<file path="src/rtl/sm4_pkg.sv">
// Shared SM4 constants and the CK sequencer state encoding.
package sm4_pkg;

    localparam int SM4_ROUNDS  = 32;
    localparam int SM4_CK_STEP = 7;
    localparam int SM4_WORD_W  = 32;

    // Key-schedule FK constants, FK0..FK3.
    localparam logic [SM4_WORD_W-1:0] SM4_FK [4] = '{
        32'ha3b1bac6, 32'h56aa3350, 32'h677d9197, 32'hb27022dc
    };

    typedef enum logic [1:0] {
        ST_IDLE = 2'd0,
        ST_RUN  = 2'd1,
        ST_DONE = 2'd2
    } ck_seq_state_e;

endpackage

</file>
<file path="src/rtl/sm4_ck_calc.sv">
// Combinational SM4 CK constant for a 5-bit round index.
// Build option: SM4_CK_ROM_EN selects a 32-entry constant table;
// otherwise byte j of CK_i is (28*i + 7*j) mod 256.
module sm4_ck_calc
    import sm4_pkg::*;
(
    input  logic [4:0]            idx,
    output logic [SM4_WORD_W-1:0] ck
);

`ifdef SM4_CK_ROM_EN
    // Table lookup of the 32 CK constants.
    always_comb begin
        ck = '0;
        case (idx)
            5'd0:  ck = 32'h00070e15;
            5'd1:  ck = 32'h1c232a31;
            5'd2:  ck = 32'h383f464d;
            5'd3:  ck = 32'h545b6269;
            5'd4:  ck = 32'h70777e85;
            5'd5:  ck = 32'h8c939aa1;
            5'd6:  ck = 32'ha8afb6bd;
            5'd7:  ck = 32'hc4cbd2d9;
            5'd8:  ck = 32'he0e7eef5;
            5'd9:  ck = 32'hfc030a11;
            5'd10: ck = 32'h181f262d;
            5'd11: ck = 32'h343b4249;
            5'd12: ck = 32'h50575e65;
            5'd13: ck = 32'h6c737a81;
            5'd14: ck = 32'h888f969d;
            5'd15: ck = 32'ha4abb2b9;
            5'd16: ck = 32'hc0c7ced5;
            5'd17: ck = 32'hdce3eaf1;
            5'd18: ck = 32'hf8ff060d;
            5'd19: ck = 32'h141b2229;
            5'd20: ck = 32'h30373e45;
            5'd21: ck = 32'h4c535a61;
            5'd22: ck = 32'h686f767d;
            5'd23: ck = 32'h848b9299;
            5'd24: ck = 32'ha0a7aeb5;
            5'd25: ck = 32'hbcc3cad1;
            5'd26: ck = 32'hd8dfe6ed;
            5'd27: ck = 32'hf4fb0209;
            5'd28: ck = 32'h10171e25;
            5'd29: ck = 32'h2c333a41;
            5'd30: ck = 32'h484f565d;
            5'd31: ck = 32'h646b7279;
            default: ck = '0;
        endcase
    end
`else
    logic [7:0] byte0;

    // Byte 0 is 28*i in 8-bit wrap arithmetic; later bytes add 7 per byte.
    always_comb begin
        byte0 = {3'b000, idx} * 8'd28;
        ck    = {byte0,
                 byte0 + 8'(SM4_CK_STEP),
                 byte0 + 8'(2 * SM4_CK_STEP),
                 byte0 + 8'(3 * SM4_CK_STEP)};
    end
`endif

endmodule

</file>
<file path="src/rtl/sm4_ck_seq.sv">
// SM4 key-expansion CK round-constant sequencer: streams CK_0..CK_31
// (or CK_31..CK_0) as a valid/ready stream, LANES constants per beat.
// Build option: SM4_CK_ROM_EN (passed through to sm4_ck_calc).
//
// state   | meaning
// --------+-----------------------------------------------------------
// IDLE    | waiting for start; outputs quiet
// RUN     | presenting beats; base holds the lane-0 index of the next beat
// DONE    | one-cycle done pulse after the final handshake
module sm4_ck_seq
    import sm4_pkg::*;
#(
    parameter int LANES = 1
) (
    input  logic                        clk_sys,
    input  logic                        rst_n,
    input  logic                        start,
    input  logic                        dir,
    input  logic                        abort,
    output logic                        ck_valid,
    input  logic                        ck_ready,
    output logic [SM4_WORD_W*LANES-1:0] ck_data,
    output logic [4:0]                  ck_round,
    output logic                        ck_last,
    output logic                        busy,
    output logic                        done
);

    if (!(LANES == 1 || LANES == 2 || LANES == 4 || LANES == 8) ||
        (SM4_ROUNDS % LANES) != 0) begin : g_bad_lanes
        $error("sm4_ck_seq: LANES must be 1, 2, 4 or 8");
    end

    localparam logic [4:0] STEP     = 5'(LANES);
    localparam logic [4:0] LAST_FWD = 5'(SM4_ROUNDS - LANES);
    localparam logic [4:0] LAST_REV = 5'(LANES - 1);

    ck_seq_state_e state_q, state_d;
    logic          dir_q, dir_d;
    logic [4:0]    base_q, base_d;
    logic          valid_d, last_d, busy_d, done_d;
    logic [4:0]    round_d;
    logic [SM4_WORD_W*LANES-1:0] data_d, lane_flat;
    logic          base_is_last;

    for (genvar k = 0; k < LANES; k++) begin : g_lane
        logic [4:0] lane_idx;
        assign lane_idx = dir_q ? (base_q - 5'(k)) : (base_q + 5'(k));
        sm4_ck_calc u_calc (
            .idx (lane_idx),
            .ck  (lane_flat[SM4_WORD_W*k +: SM4_WORD_W])
        );
    end

    assign base_is_last = dir_q ? (base_q == LAST_REV) : (base_q == LAST_FWD);

    // Next-state and next registered-output values.
    always_comb begin
        state_d = state_q;
        dir_d   = dir_q;
        base_d  = base_q;
        valid_d = ck_valid;
        data_d  = ck_data;
        round_d = ck_round;
        last_d  = ck_last;
        busy_d  = busy;
        done_d  = 1'b0;
        case (state_q)
            ST_IDLE: begin
                if (start) begin
                    state_d = ST_RUN;
                    dir_d   = dir;
                    base_d  = dir ? 5'd31 : 5'd0;
                    busy_d  = 1'b1;
                end
            end
            ST_RUN: begin
                if (abort) begin
                    state_d = ST_IDLE;
                    valid_d = 1'b0;
                    data_d  = '0;
                    round_d = '0;
                    last_d  = 1'b0;
                    busy_d  = 1'b0;
                end else if (ck_valid && ck_ready && ck_last) begin
                    state_d = ST_DONE;
                    valid_d = 1'b0;
                    data_d  = '0;
                    round_d = '0;
                    last_d  = 1'b0;
                    busy_d  = 1'b0;
                    done_d  = 1'b1;
                end else if (!ck_valid || ck_ready) begin
                    // First beat after start, or the current beat was taken.
                    valid_d = 1'b1;
                    data_d  = lane_flat;
                    round_d = base_q;
                    last_d  = base_is_last;
                    base_d  = dir_q ? (base_q - STEP) : (base_q + STEP);
                end
            end
            ST_DONE: begin
                state_d = ST_IDLE;
            end
            default: begin
                state_d = ST_IDLE;
                valid_d = 1'b0;
                busy_d  = 1'b0;
            end
        endcase
    end

    // State and registered outputs.
    always_ff @(posedge clk_sys or negedge rst_n) begin
        if (!rst_n) begin
            state_q  <= ST_IDLE;
            dir_q    <= 1'b0;
            base_q   <= '0;
            ck_valid <= 1'b0;
            ck_data  <= '0;
            ck_round <= '0;
            ck_last  <= 1'b0;
            busy     <= 1'b0;
            done     <= 1'b0;
        end else begin
            state_q  <= state_d;
            dir_q    <= dir_d;
            base_q   <= base_d;
            ck_valid <= valid_d;
            ck_data  <= data_d;
            ck_round <= round_d;
            ck_last  <= last_d;
            busy     <= busy_d;
            done     <= done_d;
        end
    end

endmodule

</file>
<file path="config.mk">
export PLATFORM = sky130hd
export DESIGN_NAME = sm4_ck_seq
export DESIGN_NICKNAME = d
export VERILOG_FILES = /design/src/rtl/sm4_pkg.sv /design/src/rtl/sm4_ck_calc.sv /design/src/rtl/sm4_ck_seq.sv
export SDC_FILE = /design/constraint.sdc
export NUM_CORES = 1
export LEC_CHECK = 0
export CORE_MARGIN = 4
export CORE_UTILIZATION = 55
export DETAILED_ROUTE_END_ITERATION = 6
export DONT_BUFFER_PORTS = 1
export PLACE_DENSITY = 0.7
export SYNTH_ARGS = -nofsm -noshare
export SYNTH_HDL_FRONTEND = slang
export SYNTH_SLANG_ARGS = --single-unit
</file>
<file path="constraint.sdc">
create_clock -name clk_sys -period 4.4 [get_ports clk_sys]
set_clock_uncertainty 0.15 [all_clocks]
set_input_delay 0.22 -clock clk_sys [delete_from_list [all_inputs] [get_ports clk_sys]]
set_output_delay 0.22 -clock clk_sys [all_outputs]
set_load 0.01 [all_outputs]
</file>
==> results of run 1 <==
[cells in the final DEF, fill, tap and decap left out, drive strengths merged, types with 4 or more instances in the layout]
cell type	count
dfrtp	38
inv	7
a21oi	5
clkbuf	5
nand2	25
nand2b	5
and2	4
conb	4
nor3	6
fa	6
xnor2	8
a22o	9
dlygate4sd3	4
o21ai	23
nor2	10
ha	12
xor2	4
[area by class of cell]
| cell class | count | area, sq um |
|---|---|---|
| clock buffers | 5 | 68.82 |
| inverters | 7 | 26.28 |
| repair buffers | 5 | 60.06 |
| multi-input cells | 154 | 1174 |
| clock inverters | 3 | 68.82 |
| flip-flops and latches | 38 | 950.9 |
| well taps | 50 | 62.56 |
| fillers | 309 | 1589 |
[state kept, by name, summed over array words and instances (netlist names)]
name and cells:
ck_last 1, done 1, ck_data 21, base_q 5
ck_valid 1, ck_round 5, busy 1, dir_q 1
state_q 2
[synthesized netlist by cell type (2+ instances only)]
cell type and instances:
dfrtp_1 38, xor2_1 4, a21oi_1 5, buf_2 5, xnor3_1 2, inv_1 7, a21o_1 3, mux2_2 3
fa_1 6, and2_1 4, buf_4 12, nand2_1 25, ha_1 12, clkbuf_1 2, xnor2_1 7, nor3_1 6
nand2b_1 5, nor2_1 9, a31oi_2 2, nand3_1 2, o21ai_0 21, a22o_1 9, and3_1 2
[worst max-delay path, delay by kind of cell, from the launching register on]
kind / cells / cell delay, ps
compound gates: 1 / 130
fa+ha+maj: 3 / 1230
buf+inv: 1 / 120
flops: 1 / 620
simple gates: 2 / 620
[timing repair]
item / in CTS / in global routing
hold buffers: 5 / 0
buffers inserted: 0 / 0
gates resized for setup: 0 / 0
hold endpoints to repair: 42 / 0
[metal layers]
| layer | part of all wire (%) | wire length [microns] |
|---|---|---|
| met1 | 46 | 2035 |
| met2 | 46 | 2055 |
| met3 | 6.0 | 266 |
| met4 | 1.8 | 79 |
| met5 | 0 | 0 |
[metrics by stage]
step	worst slack [ps]	std cells	util [%]
after global routing	1276	262	60.28
after detailed placement	1500	249	55.33
final	1445	262	60.28
after floorplan	1709	220	-
after global placement	1543	249	55.33
after CTS	1464	262	60.28
[logic make-up after synthesis]
group	after synthesis	share of synthesized area, %
multiplexers	4	1.922
AO/OA/AOI/OAI	50	15.87
AND/OR/NAND/NOR	64	14.28
other	1	0.1646
flip-flops	38	41.74
XOR/XNOR	14	6.919
adder cells (fa/ha/maj)	18	11.86
buffers and inverters	28	7.249
[final timing paths]
kind,startpoint,end,slack [ps],cells past startpoint
max,base_q[0],ck_data[7],1440,7
min,abort,done,3,2
max reg2reg,base_q[0],ck_data[7],1440,7
min reg2reg,ck_data[6],ck_data[6],410,2
max in group asynchronous,rst_n,ck_data[15],3660,2
min in group asynchronous,rst_n,ck_data[13],260,2
==> results.sh, run 1 <==
export IMPL_synth_top_area_share_pct=41.74
export IMPL_grt_setup_unrepaired="false"
export IMPL_fin_crit_ps=2955
export IMPL_clk_latency_ps=300
export IMPL_ant_nets=0
export IMPL_hold_class="primary input to register"
export IMPL_ios=47
export IMPL_syn_inst=217
export IMPL_top_usage_layer="met2"
export IMPL_gr_total_overflow=0
export IMPL_fin_crit_sh_pct=67.16
export IMPL_use_met1_pct=25.47
export IMPL_cts_htree_levels=2
export IMPL_critPathKind="register to register"
export IMPL_crit_slowest_cell="dfrtp_1"
export IMPL_synth_edff_count=0
export IMPL_cts_tree="yes"
export IMPL_cp_end_kind="register"
export IMPL_cp_arrival_ps=3030
export IMPL_finalHoldViolations=0
export IMPL_grtUsageTotal_pct=19.18
export IMPL_avgRoutedWirePerCell_microns=16.93
export IMPL_dp_hpwl_microns=3209
export IMPL_grt_use_met2_pct=29.73
export IMPL_route_final_wire_length_microns=4436
export IMPL_start_kind="register"
export IMPL_via_per_inst=5.859
export IMPL_setup_viol_count_final=0
export IMPL_synth_cell_types=49
export IMPL_hold_slack_ps=3.111
export IMPL_synth_area_per_cell_sq_um=10.50
export IMPL_crit_path_frequent_cell="fa_1"
export IMPL_clockBufferDepth=2
export IMPL_core_sq_um=4000
export IMPL_grt_pass1_vias=1612
export IMPL_place_gp_congestion=0.8592
export IMPL_dieWidth_microns=72.37
export IMPL_root_buffer="clkbuf_8"
export IMPL_post_dp_cell_area_sq_um=2213
export IMPL_synthesis_area_sq_um=2278
export IMPL_cts_sinks=38
export IMPL_antenna_found_initial=0
export IMPL_diodes=0
export IMPL_route_detailed_drc=0
export IMPL_crit_chain="fa_1 > ha_1 > fa_1 > inv_1 > or3_1 > or2_0 > o211ai_2"
export IMPL_die_height_microns=72.37
export IMPL_clk_pin_slew_worst_paths_ps=80
export IMPL_first_pass_iters=4
export IMPL_tightestPinTransition_ps=1068
export IMPL_max_freq_mhz=338.4
export IMPL_dieArea_sq_um=5237
export IMPL_maxCapViolCount=0
export IMPL_drt_initial_drc_count=90
export IMPL_vias=1535
export IMPL_ys_flop_type="dfrtp_1"
export IMPL_final_area_sq_um=2411
export IMPL_status="finished clean"
export IMPL_grt_use_met3_pct=4.986
export IMPL_synthToLayoutAreaGrowth_pct=5.821
export IMPL_synth_area_leader_cell="dfrtp_1"
export IMPL_worstPathRequired_ps=4470
export IMPL_final_max_slew_viol_count=0
export IMPL_drive_gt1_share_pct=10.38
export IMPL_fp_row_count=23
export IMPL_synth_seq_cells=38
export IMPL_cts_buffers=5
export IMPL_critPathMaxStageDelay_ps=620
export IMPL_grt_pass1_wl_microns=7824
export IMPL_nNetsFinal=235
export IMPL_ys_warn_count=0
export IMPL_synthArstFlopShare_pct=100.0
export IMPL_grt_start_max_net_pins=39
export IMPL_relSlewSlack_pct=28.77
export IMPL_portBuffers=0
export IMPL_cp_max_fo=13
export IMPL_yosys_top_cells_area="dfrtp_1 42%, ha_1 6.6%, fa_1 5.3%, o21ai_0 4.6%, nand2_1 4.1%"
export IMPL_start_util_pct=56.96
export IMPL_setup_tns_ps=0
export IMPL_synth_seq_area_share_pct=41.74
Power of run 1 is left out: the tool's default activity adds up to more than one toggle a clock period on the data nets, which glitch-free logic cannot reach.
==> inputs of run 2 (changes only) <==
- PLACE_DENSITY: 0.7 -> 0.73
- clock period: 4.4 -> 2.5 ns (I/O delays scaled with it)
==> run 2 against run 1 <==
- the flow now finishes with violations (negative setup slack)
- routed wire length up 6.0%
- first-iteration DRC count up 22%
- design area up 9.7%
- highest routed layer unchanged
==> results.sh, run 2 (same netlist as run 1, synthesis figures left out) <==
export IMPL_cts_buffers=5
export IMPL_max_freq_mhz=374.8
export IMPL_setup_tns_ps=-414.9
export IMPL_top_layer="met4"
export IMPL_cts_sinks=38
export IMPL_tightestPinTransition_ps=1053
export IMPL_critPathKind="register to register"
export IMPL_clk_latency_ps=290
export IMPL_start_kind="register"
export IMPL_first_pass_iters=4
export IMPL_cp_end_kind="register"
export IMPL_portBuffers=0
export IMPL_final_cell_mix="36 x dfrtp_1, 25 x nand2_1, 20 x o21ai_0"
export IMPL_avgRoutedWirePerCell_microns=16.61
export IMPL_largest_register_ffs=21
export IMPL_cp_startpoint="base_q[1]"
export IMPL_fp_row_count=23
export IMPL_dieWidth_microns=72.37
export IMPL_largestRegisters="ck_data x21, base_q x5, ck_round x5"
export IMPL_route_detailed_drc=0
export IMPL_grt_start_max_net_pins=39
export IMPL_fin_crit_sh_pct=106.7
export IMPL_finalHoldViolations=0
export IMPL_final_max_slew_viol_count=0
export IMPL_grt_pass1_vias=1689
export IMPL_root_buffer="clkbuf_8"
export IMPL_cts_tree="yes"
export IMPL_ant_nets=0
export IMPL_timing_rr_start="base_q[1]"
export IMPL_place_gp_congestion=0.9150
export IMPL_maxCapViolCount=0
export IMPL_worstPathRequired_ps=2570
export IMPL_synthToLayoutAreaGrowth_pct=16.09
export IMPL_clockBufferDepth=2
export IMPL_nNetsFinal=256
export IMPL_drive_gt1_share_pct=21.46
export IMPL_fin_crit_ps=2668
export IMPL_die_height_microns=72.37
export IMPL_dp_hpwl_microns=3384
export IMPL_regMostFlops="ck_data"
export IMPL_antenna_found_initial=0
export IMPL_status="finished with violations"
export IMPL_gr_total_overflow=0
export IMPL_via_per_inst=5.611
export IMPL_drt_initial_drc_count=110
export IMPL_start_util_pct=56.96
export IMPL_cp_arrival_ps=2740
export IMPL_relSlewSlack_pct=29.76
export IMPL_min_delay_start="ck_ready"
export IMPL_wl_met1_microns=1956
export IMPL_diodes=0
export IMPL_wl_met2_microns=2425
export IMPL_hold_class="primary input to register"
export IMPL_wl_met3_microns=241
export IMPL_cts_htree_levels=2
export IMPL_rrSetupSlack_ps=-170
export IMPL_setup_slack_ps=-168.3
export IMPL_vias=1588
export IMPL_route_final_wire_length_microns=4701
export IMPL_grtUsageTotal_pct=20.62
export IMPL_grt_setup_unrepaired="true"
export IMPL_core_sq_um=4000
export IMPL_setup_viol_count_final=3
export IMPL_grt_pass1_wl_microns=8252
export IMPL_violations="negative setup slack"
export IMPL_final_common_cell="dfrtp_1"
export IMPL_ios=47
export IMPL_clk_pin_slew_worst_paths_ps=80
export IMPL_dieArea_sq_um=5237
export IMPL_cp_max_fo=3
## run 2: what timing repair did
action,4_1_cts,5_1_grt
gates resized for setup,8,2
setup buffers,1,0
hold endpoints to repair,44,0
endpoints found under the setup margin,4,10
hold buffers,9,0
pin swaps,0,1
## run 2: layer usage
| layer | track usage, % | up-vias |
|---|---|---|
| met5 | 0 | - |
| met3 | 5.540 | 6 |
| li1 | - | 759 |
| met4 | 7.516 | 0 |
| met1 | 25.63 | 791 |
| met2 | 34.38 | 32 |
## run 2: final timing paths
check	to	depth (start not counted)
worst max-delay path	ck_data[7]	7
worst min-delay path	state_q[0]	3
worst max register to register	ck_data[7]	7
worst min register to register	ck_data[11]	2
max in group asynchronous	base_q[1]	2
min in group asynchronous	ck_data[31]	2
## run 2: critical path, stage by stage (launching register included)
cell      delay [ps]
dfrtp_2          440
fa_1             480
ha_2             200
fa_2             550
inv_2             40
or3_4            380
or2_0            220
o211ai_2         140
## run 2: final cells by class
type	count	area, sq um
Clock buffer	6	82.58
Multi-Input combinational cell	154	1232
Sequential cell	38	953.4
Fill cell	318	1355
Inverter	7	26.28
Tap cell	50	62.56
Timing Repair Buffer	26	227.7
Clock inverter	2	60.06
## run 2: through the flow
| step | cell area [sq um] | setup slack, ps | std cells | util [%] | hold WS, ps |
|---|---|---|---|---|---|
| global placement | 2344 | -107.9 | 266 | 58.59 | -319.7 |
| CTS | 2634 | -174.1 | 284 | 65.84 | 28.99 |
| finish | 2645 | -168.3 | 283 | 66.12 | 40.10 |
| detailed placement | 2344 | -223.6 | 266 | 58.59 | -319.9 |
| floorplan | 2292 | -139.4 | 220 | - | -320.6 |
| global route | 2645 | -276.6 | 283 | 66.12 | 77.26 |
Power of run 2 is left out for the same reason.
==> inputs of run 3 (changes only) <==
- ABC_AREA: unset -> 1
- MAX_ROUTING_LAYER: unset -> met4
==> run 3 against run 2 <==
- the run now ends clean
- first-iteration DRC count fell by 2.7%
- via count rose by 6.2%
- highest routed layer unchanged
- hold slack better by 73 ps
==> results.sh, run 3 <==
export IMPL_cts_buffers=5
export IMPL_synth_seq_cells=38
export IMPL_start_kind="register"
export IMPL_cts_sinks=38
export IMPL_maxCapViolCount=0
export IMPL_die_height_microns=71.85
export IMPL_clk_latency_ps=290
export IMPL_synth_edff_count=0
export IMPL_cp_end_kind="register"
export IMPL_regMostFlops="ck_data"
export IMPL_critical_path_buf_inv_count=0
export IMPL_dp_hpwl_microns=3140
export IMPL_core_sq_um=3799
export IMPL_critPathKind="register to register"
export IMPL_finalHoldViolations=0
export IMPL_ant_nets=0
export IMPL_synthToLayoutAreaGrowth_pct=12.50
export IMPL_clk_pin_slew_worst_paths_ps=90
export IMPL_vias=1687
export IMPL_fin_crit_ps=2494
export IMPL_syn_inst=255
export IMPL_yosys_top_cells_area="dfrtp_1 42%, nand2_1 11%, ha_1 6.7%, fa_1 5.4%, nand3_1 5.4%"
export IMPL_largest_register_ffs=21
export IMPL_via_per_inst=5.305
export IMPL_ys_flop_type="dfrtp_1"
export IMPL_synth_top_area_share_pct=42.41
export IMPL_netlist_top_cells_count="66 x nand2_1, 38 x dfrtp_1, 24 x nand3_1"
export IMPL_drive_gt1_share_pct=15.56
export IMPL_crit_slowest_cell="fa_1"
export IMPL_start_util_pct=59.03
export IMPL_final_common_cell="nand2_1"
export IMPL_avgRoutedWirePerCell_microns=14.35
export IMPL_gr_total_overflow=0
export IMPL_yosysMostFrequentCell="nand2_1"
export IMPL_nNetsFinal=293
export IMPL_fin_crit_sh_pct=99.77
export IMPL_hold_class="primary input to register"
export IMPL_grt_pass1_wl_microns=7734
export IMPL_ios=47
export IMPL_portBuffers=0
export IMPL_regArea_sq_um=953.4
export IMPL_worstPathRequired_ps=2530
export IMPL_route_detailed_drc=0
export IMPL_synthArstFlopShare_pct=100.0
export IMPL_ys_warn_count=0
export IMPL_largestRegisters="ck_data x21, base_q x5, ck_round x5"
export IMPL_synth_area_per_cell_sq_um=8.793
export IMPL_cp_max_fo=4
export IMPL_final_cell_mix="64 x nand2_1, 36 x dfrtp_1, 24 x nand3_1"
export IMPL_clockBufferDepth=2
export IMPL_status="finished clean"
export IMPL_route_final_wire_length_microns=4563
export IMPL_synthesis_area_sq_um=2242
export IMPL_critPathMaxStageDelay_ps=560
export IMPL_cts_tree="yes"
export IMPL_place_gp_congestion=0.8984
export IMPL_max_freq_mhz=400.9
export IMPL_grt_start_max_net_pins=39
export IMPL_setup_viol_count_final=0
export IMPL_fillers=306
export IMPL_synth_area_leader_cell="dfrtp_1"
export IMPL_fp_row_count=22
export IMPL_grtUsageTotal_pct=19.31
export IMPL_diodes=0
export IMPL_setup_tns_ps=0
export IMPL_cp_arrival_ps=2530
export IMPL_dieWidth_microns=71.85
export IMPL_root_buffer="clkbuf_8"
export IMPL_first_pass_iters=4
export IMPL_grt_pass1_vias=1635
export IMPL_cts_htree_levels=2
export IMPL_synth_cell_types=25
export IMPL_synth_seq_area_share_pct=42.41
export IMPL_drt_initial_drc_count=107
export IMPL_crit_chain="fa_1 > ha_2 > fa_1 > nand2_2 > nor2_1 > nand2_1 > nand3b_1 > nand3_1 > nand2_1"
export IMPL_dieArea_sq_um=5162
export IMPL_multi_input_area_sq_um=1125
export IMPL_antenna_found_initial=0
export IMPL_final_max_slew_viol_count=0
export IMPL_grt_setup_unrepaired="true"
export IMPL_cp_top_family="adder cells"
-- run 3: cell count changes in the layout (fill, tap and decap cells not counted), sizes merged, moves of 5 or more --
| cell | change |
|---|---|
| nor2 | +10 |
| a22o | -6 |
| inv | +14 |
| o21ai | +6 |
| nand3 | +21 |
| buf | -7 |
| nand2b | -5 |
| nand2 | +42 |
-- run 3: cell families (layout without fill, tap and decap cells) --
kind of cell / after synthesis / in the layout / share of synthesized area [%]
other: 1 / 4 / 0.1673
DFF: 38 / 38 / 42.41
buffers and inverters: 35 / 47 / 8.259
and+or+nand+nor: 118 / 118 / 23.72
adders and majority gates: 18 / 18 / 12.05
xor gates and xnor gates: 7 / 7 / 2.734
AOI/OAI and AO/OA: 38 / 38 / 10.66
-- run 3: what timing repair did --
action / in CTS / in global routing
hold buffers: 8 / 0
endpoints found under the hold margin: 43 / 0
gates resized for setup: 1 / 3
pin swaps: 1 / 3
setup buffers: 0 / 3
endpoints found under the setup margin: 3 / 7
-- run 3: cell type report --
cell class	instances	share of cell area, %
multi-input cells	185	44.59
clock buffers	5	2.728
well taps	48	2.381
repair buffers	18	6.548
flip-flops and latches	38	37.80
inverters	21	3.224
clock inverters	3	2.728
-- run 3: metrics by stage --
stage | std cells | setup WS, ps | hold WS, ps | utilization, % | cell area, sq um
after global routing | 318 | -112.6 | 115.8 | 66.40 | 2522
final | 318 | 5.764 | 113.5 | 66.40 | 2522
after detailed placement | 299 | 9.172 | -319.6 | 59.72 | 2268
after floorplan | 258 | 5.929 | -320.6 | - | 2260
after global placement | 299 | 51.65 | -319.6 | 59.72 | 2268
after CTS | 315 | 14.27 | 104.1 | 65.74 | 2497
-- run 3: worst paths after layout --
path | start | end | slack [ps] | cells past startpoint
max | base_q[1] | ck_data[23] | 6 | 9
min in group asynchronous | rst_n | ck_round[1] | 150 | 2
min reg2reg | ck_data[31] | ck_data[31] | 410 | 2
max in group asynchronous | rst_n | base_q[0] | 1850 | 2
min | abort | ck_data[15] | 110 | 4
max reg2reg | base_q[1] | ck_data[23] | 6 | 9
-- run 3: per-layer routing --
layer / part of all wire [%] / GRT usage [%]
met2: 45 / 28.37
met3: 6.3 / 6.031
met4: 0.70 / 3.549
met1: 48 / 26.59
met5: 0 / -
-- run 3: worst reg2reg max path, stage by stage (launching register included) --
cell and delay, ps:
dfrtp_2 450, fa_1 470, ha_2 200, fa_1 560
nand2_2 90, nor2_1 110, nand2_1 80, nand3b_1 160
nand3_1 70, nand2_1 60
Power of run 3 is left out for the same reason.
